## config.mk

```make
export PLATFORM = sky130hd
export DESIGN_NAME = fifo_frame_reader
export DESIGN_NICKNAME = d
export VERILOG_FILES = /design/src/rtl/fifo_reader_pkg.sv /design/src/rtl/fifo_frame_reader_skid.sv /design/src/rtl/fifo_frame_reader.sv
export SDC_FILE = /design/constraint.sdc
export NUM_CORES = 1
export LEC_CHECK = 0
export ABC_AREA = 1
export CAP_MARGIN = 15
export CORE_MARGIN = 2
export CORE_UTILIZATION = 50
export CTS_CLUSTER_SIZE = 16
export DETAILED_ROUTE_END_ITERATION = 8
export GPL_TIMING_DRIVEN = 0
export HOLD_SLACK_MARGIN = 0.03
export MAX_ROUTING_LAYER = met4
export PLACE_DENSITY = 0.77
export SLEW_MARGIN = 30
export SYNTH_ARGS = -nofsm -noshare
export SYNTH_HDL_FRONTEND = slang
export SYNTH_SLANG_ARGS = --single-unit
export TNS_END_PERCENT = 5
```

## constraint.sdc

```tcl
create_clock -name rd_clk -period 7.4 [get_ports rd_clk]
set_clock_uncertainty 0.1 [all_clocks]
set_input_delay 1.11 -clock rd_clk [delete_from_list [all_inputs] [get_ports rd_clk]]
set_output_delay 1.11 -clock rd_clk [all_outputs]
set_load 0.03 [all_outputs]
```

## src/rtl/fifo_reader_pkg.sv

```systemverilog
// Shared types and constants for the FIFO frame reader.
// Imported by the reader top and its output buffer.
package fifo_reader_pkg;

    typedef enum logic [1:0] {
        IDLE,
        STREAM,
        DRAIN
    } reader_state_t;

    localparam int BUF_DEPTH = 2;

    function automatic int idx_width(input int n);
        return (n > 1) ? $clog2(n) : 1;
    endfunction

endpackage

```

## src/rtl/fifo_frame_reader_skid.sv

```systemverilog
// Two-entry in-order output buffer between the FIFO read pipe
// and the valid/ready stream; entry 0 is always the head.
module stream_skid_buffer
    import fifo_reader_pkg::*;
#(
    parameter int DATA_WIDTH = 16
) (
    input  logic                  clk,
    input  logic                  rst,
    input  logic                  push,
    input  logic [DATA_WIDTH-1:0] push_data,
    input  logic                  pop,
    output logic [DATA_WIDTH-1:0] head_data,
    output logic                  head_valid,
    output logic [1:0]            count
);

    localparam logic [1:0] FULL = 2'(BUF_DEPTH);

    logic [DATA_WIDTH-1:0] ent0;
    logic [DATA_WIDTH-1:0] ent1;

    always_ff @(posedge clk or posedge rst) begin
        if (rst) begin
            ent0  <= '0;
            ent1  <= '0;
            count <= '0;
        end else begin
            case ({push, pop})
                2'b10: begin
                    if (count == 2'd0) begin
                        ent0 <= push_data;
                    end else begin
                        ent1 <= push_data;
                    end
                    if (count != FULL) begin
                        count <= count + 2'd1;
                    end
                end
                2'b01: begin
                    ent0  <= ent1;
                    count <= count - 2'd1;
                end
                // Push and pop together: count holds, head advances.
                2'b11: begin
                    if (count == 2'd1) begin
                        ent0 <= push_data;
                    end else begin
                        ent0 <= ent1;
                        ent1 <= push_data;
                    end
                end
                default: ;
            endcase
        end
    end

    assign head_data  = ent0;
    assign head_valid = (count != 2'd0);

endmodule

```

## src/rtl/fifo_frame_reader.sv

```systemverilog
// Drains the async FIFO read port into a framed valid/ready
// stream, stopping only on frame boundaries.
module fifo_frame_reader
    import fifo_reader_pkg::*;
#(
    parameter int DATA_WIDTH = 16,
    parameter int FRAME_LEN  = 64,
    parameter int IDX_W      = idx_width(FRAME_LEN)
) (
    input  logic                  rd_clk,
    input  logic                  rd_rst,
    input  logic                  enable,
    input  logic                  fifo_empty,
    input  logic [DATA_WIDTH-1:0] fifo_rd_data,
    output logic                  fifo_rd_en,
    output logic [DATA_WIDTH-1:0] out_data,
    output logic                  out_valid,
    input  logic                  out_ready,
    output logic                  out_first,
    output logic                  out_last,
    output logic [IDX_W-1:0]      out_index,
    output logic [15:0]           frame_count,
    output logic                  busy
);

    localparam logic [IDX_W-1:0] LAST_IDX = IDX_W'(FRAME_LEN - 1);
    localparam logic [2:0]       CREDITS  = 3'(BUF_DEPTH);

    reader_state_t    state;
    reader_state_t    state_nxt;
    logic             issue_allowed;
    logic             inflight;
    logic             pop;
    logic [1:0]       buf_count;
    logic [2:0]       occupancy;
    logic [IDX_W-1:0] issue_idx;

    assign pop = out_valid && out_ready;

    // Slots already committed, crediting the beat leaving this cycle.
    assign occupancy = {1'b0, buf_count} + {2'b00, inflight}
                     - {2'b00, pop};

    assign fifo_rd_en = !rd_rst && !fifo_empty && issue_allowed
                     && (occupancy < CREDITS);

    always_comb begin
        state_nxt     = state;
        issue_allowed = 1'b0;
        unique case (state)
            IDLE: begin
                if (enable) state_nxt = STREAM;
            end
            STREAM: begin
                issue_allowed = 1'b1;
                if (!enable) state_nxt = DRAIN;
            end
            DRAIN: begin
                issue_allowed = (issue_idx != '0);
                if (enable) begin
                    state_nxt = STREAM;
                end else if (issue_idx == '0 && !inflight
                             && buf_count == 2'd0) begin
                    state_nxt = IDLE;
                end
            end
            default: state_nxt = IDLE;
        endcase
    end

    always_ff @(posedge rd_clk or posedge rd_rst) begin
        if (rd_rst) begin
            state       <= IDLE;
            inflight    <= 1'b0;
            issue_idx   <= '0;
            out_index   <= '0;
            frame_count <= '0;
        end else begin
            state    <= state_nxt;
            inflight <= fifo_rd_en;
            if (fifo_rd_en) begin
                issue_idx <= (issue_idx == LAST_IDX) ? '0
                           : issue_idx + 1'b1;
            end
            if (pop) begin
                out_index <= (out_index == LAST_IDX) ? '0
                           : out_index + 1'b1;
                if (out_index == LAST_IDX) begin
                    frame_count <= frame_count + 16'd1;
                end
            end
        end
    end

    stream_skid_buffer #(
        .DATA_WIDTH (DATA_WIDTH)
    ) u_buf (
        .clk        (rd_clk),
        .rst        (rd_rst),
        .push       (inflight),
        .push_data  (fifo_rd_data),
        .pop        (pop),
        .head_data  (out_data),
        .head_valid (out_valid),
        .count      (buf_count)
    );

    assign out_first = out_valid && (out_index == '0);
    assign out_last  = out_valid && (out_index == LAST_IDX);
    assign busy      = (state != IDLE) || (buf_count != 2'd0)
                    || inflight;

endmodule
```

; ---- Yosys cells after proc, flatten, opt, wreduce, memory -nomap -nowiden
; Index checks and enable logic that the tools add are counted.
[totals]
regBits = 65
latchBits = 0
ram_bits = 0
rom_bits = 0
in_bits = 21
out_inout_bits = 43
elab_cells = 76
memories = 0
[op_classes]
add_sub_neg = 7
multipliers = 0
n_div = 0
magnitude_cmp = 1
n_eq_ne = 16
shift = 0
n_mux = 16
bitwise = 0
reduce_logical = 28
[ops]
columns = op, n
row1 = 16-bit two-way mux, 4
row2 = 16-bit one-hot mux with 3 select lines, 1
row3 = 16-bit one-hot mux with 2 select lines, 1
row4 = 16-bit by 1-bit adder with 16-bit output (second input constant), 1
row5 = 6-bit by 1-bit adder with 6-bit output (second input constant), 2
row6 = 6-bit == test (second input constant), 2
row7 = 6-bit zero test, 2
row8 = 6-bit two-way mux, 2
row9 = 2-bit inequality test (second input constant), 6
row10 = 2-bit two-way mux, 5
row11 = 1-bit logical AND, 8
row12 = 2-bit nonzero test, 4
row13 = 2-bit by 1-bit == test with 1-bit output (second input constant), 3
row14 = 2-bit == test (second input constant), 3
row15 = 2-bit one-hot mux with 3 select lines, 1
row16 = 2-bit AND reduction, 3
row17 = 3-bit AND reduction, 2
row18 = 6-bit nonzero test, 1
row19 = 2-bit zero test, 2
row20 = 2-bit one-hot mux with 2 select lines, 1
row21 = 2-bit by 1-bit adder with 3-bit output, 1
row22 = 1-bit zero test, 3
row23 = 3-bit by 2-bit less-than comparator with 1-bit output (second input constant), 1
row24 = 3-bit inequality test (second input constant), 1
row25 = other kinds (7), 8

; ---- Longest topological paths before layout
; Gate-level depths: netlist (run 1).
[depth]
word_depth = 6
depth_mapped = 15
ltp_nobuf = 14

; ---- By module
; Synthesis (run 1) repeated with hierarchy kept, for this count alone.
[unflattened]
cells_unflattened = 494
hier_area_um2 = 3738.6
[by_module_without_submodules]
columns = mod, instances, cells_each, area_each_um2
row1 = fifo_frame_reader, 1, 257, 1959.4
row2 = stream_skid_buffer, 1, 237, 1779.2

; ---- Worst setup path after synthesis (run 1)
; OpenSTA, ideal clock, no wires.
[synth_path]
path_kind = input port to output port
from = input port rd_rst
to = output port fifo_rd_en
arrival_time_ps = 3098
required_time_ps = 6190
setup_slack_ps = 3092
stages = 5
path_cell_list = inv_1 > nand4_1 > nor2_1 > nand2_1 > inv_1
[synth_between]
elab_chain_len = 4
[synth_lines]
columns = item, line
row1 = "start, declared", fifo_frame_reader.sv:11  ; input logic rd_rst,
row2 = 1-bit zero test (no source line), n/a
row3 = 1-bit logical AND (2 in series), fifo_frame_reader.sv:44  ; assign fifo_rd_en = !rd_rst && !fifo_empty && issue_allowed
row4 = 1-bit logical AND, fifo_frame_reader.sv:45  ; && (occupancy < CREDITS);
row5 = "end, declared", fifo_frame_reader.sv:15  ; output logic fifo_rd_en,
; Every way passes these cells.

; ---- Worst setup path in the final report (run 1)
[layout_path]
from = input port out_ready
to = output port fifo_rd_en
[layout_between]
elab_chain_len = 4
[layout_lines]
columns = item, line
row1 = "start, declared", fifo_frame_reader.sv:18  ; input logic out_ready,
row2 = 1-bit logical AND, fifo_frame_reader.sv:38  ; assign pop = out_valid && out_ready;
row3 = 3-bit by 1-bit subtractor with 3-bit output, fifo_frame_reader.sv:42  ; - {2'b00, pop};
row4 = 3-bit by 2-bit less-than comparator with 1-bit output, fifo_frame_reader.sv:45
row5 = 1-bit logical AND, fifo_frame_reader.sv:45
; Every way passes these cells.

==> implementation parameters, run 1 <==
Parameter                              Value

Power and ir drop
  Relative contribution of sequential cells to total power ... 37.4%
  Combinational power share ... 45.1%
  Design internal power ... a little under 900 uW
  Proportion of total power due to net switching ... 42.9%
  Maximum vdd ir drop ... 0.215 mV
  Clock share of power ... 17.5%
  Standby leakage power ... around 2 nW
  Power per cell area ... about 360 nW/um^2
  Net switching power ... around 670 uW

Drt
  Detail Route Antenna Nets ... 0
  DRT Wirelength ... ~7300 um
  Drc violations ... 2
  Total vias in the final route ... 2882
  Average routed wire per standard cell ... 13.5 um
  Met1 WL ... 3300 um
  Drt first-iter violations ... 149
  Met2 routed WL ... approximately 3500 um
  Highest signal layer in the routed design ... met4
  Number of vias per cell after detailed routing ... 5.31
  Met3 wire len ... 443 um
  Count of TritonRoute iterations in the first routing pass ... 9

GRT
  Antenna violations before repair ... 0
  Via count of the first global-routing pass ... between 2000 and 3000
  Gr usage total ... 22.2%
  Largest net degree at the start of global routing ... 39
  Total gr overflow ... 0
  Global-route wire length before repair ... about 12000 um

Clock network
  Clock Sinks ... 65
  Clock transition at path regs ... 80 ps
  Number of buffers created by CTS ... 9
  Maximum buffer depth of the clock tree ... 2
  Gates resized, CTS repair ... 0
  Number of H-tree branching levels ... 3
  Root buffer cell ... sky130_fd_sc_hd__clkbuf_8
  CTS hold repair buffers ... 0
  Clock insertion delay at the later pin of the skew report ... approximately 340 ps
  CTS tree ... done
  Post CTS Setup Buffer Count ... 0

STA
  Share of the clock period used by the worst path ... 66.7%
  Setup_tns ... 0 ps
  Total count of max-transition violations in the final report ... 0
  Worst Slack Setup Final ... roughly 2500 ps
  RSZ-0062 raised after global routing ... false
  Final Hold Slack ... 406 ps
  Number of hold violations in the final report ... 0
  Transition at the pin with the smallest max-transition slack ... 628 ps
  Number of endpoints failing setup at the final stage ... 0
  Crit path time final ... between 4000 and 5000 ps
  Relative slew slack ... 57.8%
  Maximum achievable frequency ... 202 MHz

Die
  Io pins ... 64
  Effective utilization at floorplan ... between 50% and 60%
  Number of cell rows ... 29
  Die Footprint ... 7350 sq um
  Die boundary height ... 85.8 um
  Horizontal die dimension ... 85.8 um
  Area of the core ... between 6000 and 7000 sq um

Finish
  Count of placed standard cells in the final layout, fillers left out ... around 540
  Layout overhead on the synthesized area ... 27.8%
  Net count reported at finish ... 496
  Ratio of cells with drive above 1 in the final layout ... between 10% and 20%
  Antenna Diode Count ... 0
  Final cell area excluding filler cells ... 4270 sq um

Setup path
  Setup CP Type ... primary input to output pin
  Sort of element at the end of the critical path ... output pin
  Maximum fanout count along the critical path ... 10
  Register-to-register setup slack ... between 4000 and 5000 ps
  Crit path buf inv count ... 5
  Data arrival, critical path ... 3730 ps
  Critical Path Start Type ... primary input
  Critical-path top delay cell ... sky130_fd_sc_hd__clkdlybuf4s50_1
  Cell family contributing the most delay on the critical path ... buffers and inverters
  Crit path largest cell delay ... just under 700 ps
  Critical Path RT ... approximately 6200 ps
  Cell-by-cell trace of the critical path ... clkdlybuf4s50_1, nand2_4, inv_4, buf_2, nor2_1, o21ai_0, fa_1, nand4_1, nor2_1, nand2_1, inv_1, clkdlybuf4s50_1

Synth
  Unique masters post-synth ... 28
  Synthesized area ... 3340 sq um
  Number of synthesized register bits ... 65
  Net count after synthesis ... roughly 420
  Proportion of synthesized chip area in sequential cells ... 48.7%
  Cell type with the highest aggregate area in the netlist ... sky130_fd_sc_hd__dfrtp_1
  Synthesized area divided by synthesized cell count ... 8.66 sq um
  Yosys warning count ... 0
  Fraction of synthesized cell area taken by the top area cell type ... 48.7%
  Number of instances in the synthesized netlist ... 386
  Largest cells by area after synthesis ... sky130_fd_sc_hd__dfrtp_1 (49%), sky130_fd_sc_hd__nand2_1 (11%), sky130_fd_sc_hd__mux2_2 (5.4%)

Hold path
  Hold WC Path Type ... flop to flop

Placed design
  Final Wtd Congestion ... 0.878
  Count of buffers from port buffering ... 63
  Minimum setup slack after placement ... 2460 ps
  Post-DP HPWL ... 5220 um
  Total cell area at the placement stage ... 4090 sq um
  Post-placement cell count ... 527

Status
  Violations in the final reports ... DRC
  Outcome ... finished, violations left

Flow run
  Count of max-cap constraint violations ... 0
## power groups by stage
stage | logic, mW | clock network, mW | registers (mW)
global route | 0.765 | 0.297 | 0.597
floorplan | 0.309 | 0 | 0.703
detailed placement | 0.699 | 0 | 0.582
global placement | 0.676 | 0 | 0.578
CTS | 0.703 | 0.277 | 0.578
finish | 0.699 | 0.271 | 0.579
## routing by layer
metal	GRT usage [%]	up-vias
met4	7.50	0
li1	-	1414
met5	-	-
met2	33.3	102
met1	29.4	1358
met3	6.06	8
## layout by cell type (no fill, tap or decap)
| cell | instances |
|---|---|
| sky130_fd_sc_hd__buf_12 | 1 |
| sky130_fd_sc_hd__nand2_4 | 1 |
| sky130_fd_sc_hd__buf_2 | 7 |
| sky130_fd_sc_hd__nand3_1 | 34 |
| sky130_fd_sc_hd__ha_1 | 13 |
| sky130_fd_sc_hd__o21ai_0 | 13 |
| sky130_fd_sc_hd__nand2_2 | 1 |
| sky130_fd_sc_hd__nand3_4 | 1 |
| sky130_fd_sc_hd__clkinv_4 | 3 |
| sky130_fd_sc_hd__fa_1 | 1 |
| sky130_fd_sc_hd__clkbuf_8 | 9 |
| sky130_fd_sc_hd__clkinv_2 | 1 |
| sky130_fd_sc_hd__xnor2_1 | 4 |
| sky130_fd_sc_hd__dfrtp_1 | 65 |
| sky130_fd_sc_hd__clkbuf_1 | 2 |
| sky130_fd_sc_hd__mux2_2 | 16 |
| sky130_fd_sc_hd__xor2_1 | 9 |
| sky130_fd_sc_hd__nor4_1 | 1 |
| sky130_fd_sc_hd__a21oi_1 | 2 |
| sky130_fd_sc_hd__clkdlybuf4s50_1 | 63 |
| sky130_fd_sc_hd__inv_1 | 31 |
| sky130_fd_sc_hd__nand4_1 | 6 |
| sky130_fd_sc_hd__o21ai_2 | 1 |
| sky130_fd_sc_hd__nand3_2 | 1 |
| sky130_fd_sc_hd__a31oi_1 | 16 |
| sky130_fd_sc_hd__inv_6 | 1 |
| sky130_fd_sc_hd__nor2_1 | 48 |
| sky130_fd_sc_hd__inv_4 | 2 |
| sky130_fd_sc_hd__clkinvlp_4 | 2 |
| sky130_fd_sc_hd__inv_2 | 2 |
| sky130_fd_sc_hd__nand3b_1 | 2 |
| sky130_fd_sc_hd__o211ai_1 | 1 |
| sky130_fd_sc_hd__nor2_4 | 2 |
| sky130_fd_sc_hd__nor3_1 | 3 |
| sky130_fd_sc_hd__nand2_1 | 101 |
## registers in the layout (all words and copies together) (netlist names)
name	count
u_buf.ent1	16
out_index	6
u_buf.head_data	16
issue_idx	6
frame_count	16
u_buf.count	2
state	2
inflight	1
## worst reg2reg max path, cell delays in order, from the launching register on
cell and delay (ps):
sky130_fd_sc_hd__dfrtp_1 460, sky130_fd_sc_hd__inv_1 100, sky130_fd_sc_hd__ha_1 250, sky130_fd_sc_hd__inv_2 140, sky130_fd_sc_hd__nand2_4 100, sky130_fd_sc_hd__inv_4 120, sky130_fd_sc_hd__buf_2 230, sky130_fd_sc_hd__nor2_1 60
sky130_fd_sc_hd__o21ai_0 190, sky130_fd_sc_hd__fa_1 440, sky130_fd_sc_hd__nand4_1 100, sky130_fd_sc_hd__nor2_1 40, sky130_fd_sc_hd__nand2_1 70, sky130_fd_sc_hd__buf_2 200, sky130_fd_sc_hd__o21ai_0 110
## synthesized netlist by cell type
| cell | n |
|---|---|
| sky130_fd_sc_hd__o21ai_2 | 1 |
| sky130_fd_sc_hd__nor3_1 | 3 |
| sky130_fd_sc_hd__inv_4 | 1 |
| sky130_fd_sc_hd__nand3_1 | 34 |
| sky130_fd_sc_hd__nand3b_1 | 2 |
| sky130_fd_sc_hd__nand2_1 | 101 |
| sky130_fd_sc_hd__nand4_1 | 6 |
| sky130_fd_sc_hd__inv_2 | 2 |
| sky130_fd_sc_hd__a31oi_1 | 16 |
| sky130_fd_sc_hd__nand2_2 | 1 |
| sky130_fd_sc_hd__nand2_4 | 1 |
| sky130_fd_sc_hd__ha_1 | 13 |
| sky130_fd_sc_hd__nor2_4 | 2 |
| sky130_fd_sc_hd__xor2_1 | 9 |
| sky130_fd_sc_hd__nand3_4 | 1 |
| sky130_fd_sc_hd__nor2_1 | 48 |
| sky130_fd_sc_hd__inv_1 | 32 |
| sky130_fd_sc_hd__o21ai_0 | 13 |
| sky130_fd_sc_hd__clkbuf_1 | 2 |
| sky130_fd_sc_hd__fa_1 | 1 |
| sky130_fd_sc_hd__xnor2_1 | 4 |
| sky130_fd_sc_hd__dfrtp_1 | 65 |
| sky130_fd_sc_hd__mux2_2 | 16 |
| sky130_fd_sc_hd__o211ai_1 | 1 |
| sky130_fd_sc_hd__buf_2 | 7 |
| sky130_fd_sc_hd__nor4_1 | 1 |
| sky130_fd_sc_hd__nand3_2 | 1 |
| sky130_fd_sc_hd__a21oi_1 | 2 |
## cell families after synthesis
family | Yosys count | share of synthesized area, %
AOI/OAI and AO/OA | 33 | 5.73
xor gates and xnor gates | 13 | 3.41
adders and majority gates | 14 | 5.47
buffers and inverters | 44 | 5.28
DFF | 65 | 48.7
muxes | 16 | 5.39
and+or+nand+nor | 201 | 26.1
## final timing paths
check	start	end	cells after the start
setup / recovery	out_ready	fifo_rd_en	12
hold / removal	frame_count[15]$_DFFE_PP0P_	frame_count[15]$_DFFE_PP0P_	2
setup reg to reg	u_buf.count[1]$_DFFE_PP0P_	issue_idx[5]$_DFFE_PP0P_	14
hold reg to reg	frame_count[15]$_DFFE_PP0P_	frame_count[15]$_DFFE_PP0P_	2
max in group asynchronous	rd_rst	state[0]$_DFFE_PP0P_	3
min in group asynchronous	rd_rst	u_buf.ent1[6]$_DFFE_PP0P_	2
## stage by stage
| step | total power [mW] | util (%) |
|---|---|---|
| 2_1_floorplan | 1.01 | - |
| 3_3_place_gp | 1.25 | 63.4 |
| 3_5_place_dp | 1.28 | 63.7 |
| 4_1_cts | 1.56 | 66.5 |
| 5_1_grt | 1.66 | 66.5 |
| 6_report | 1.55 | 66.5 |
## layout make-up
| type | instances | area (sq um) |
|---|---|---|
| inverters | 35 | 136 |
| repair buffers | 64 | 651 |
| clock inverters | 7 | 55.1 |
| flip-flops and latches | 65 | 1630 |
| well taps | 77 | 96.3 |
| multi-input cells | 277 | 1540 |
| fillers | 528 | 2150 |
| plain buffers | 9 | 42.5 |
| clock buffers | 9 | 124 |
Power figures use the tool's default switching activity.
==> run 2, diff against run 1 <==
Clock period 7.4 ns to 5.1 ns, I/O delays scaled along.
==> results of run 2 <==
The final DEF is identical to that of run 1. Status: finished, violations left: DRC.
Among the figures that moved: setup slack after placement 2460 ps -> 846 ps; setup slack after layout 2460 ps -> 851 ps; register-to-register setup slack 4550 ps -> 2250 ps; total power 1.55 mW -> 2.25 mW; worst IR drop on VDD 0.215 mV -> 0.312 mV
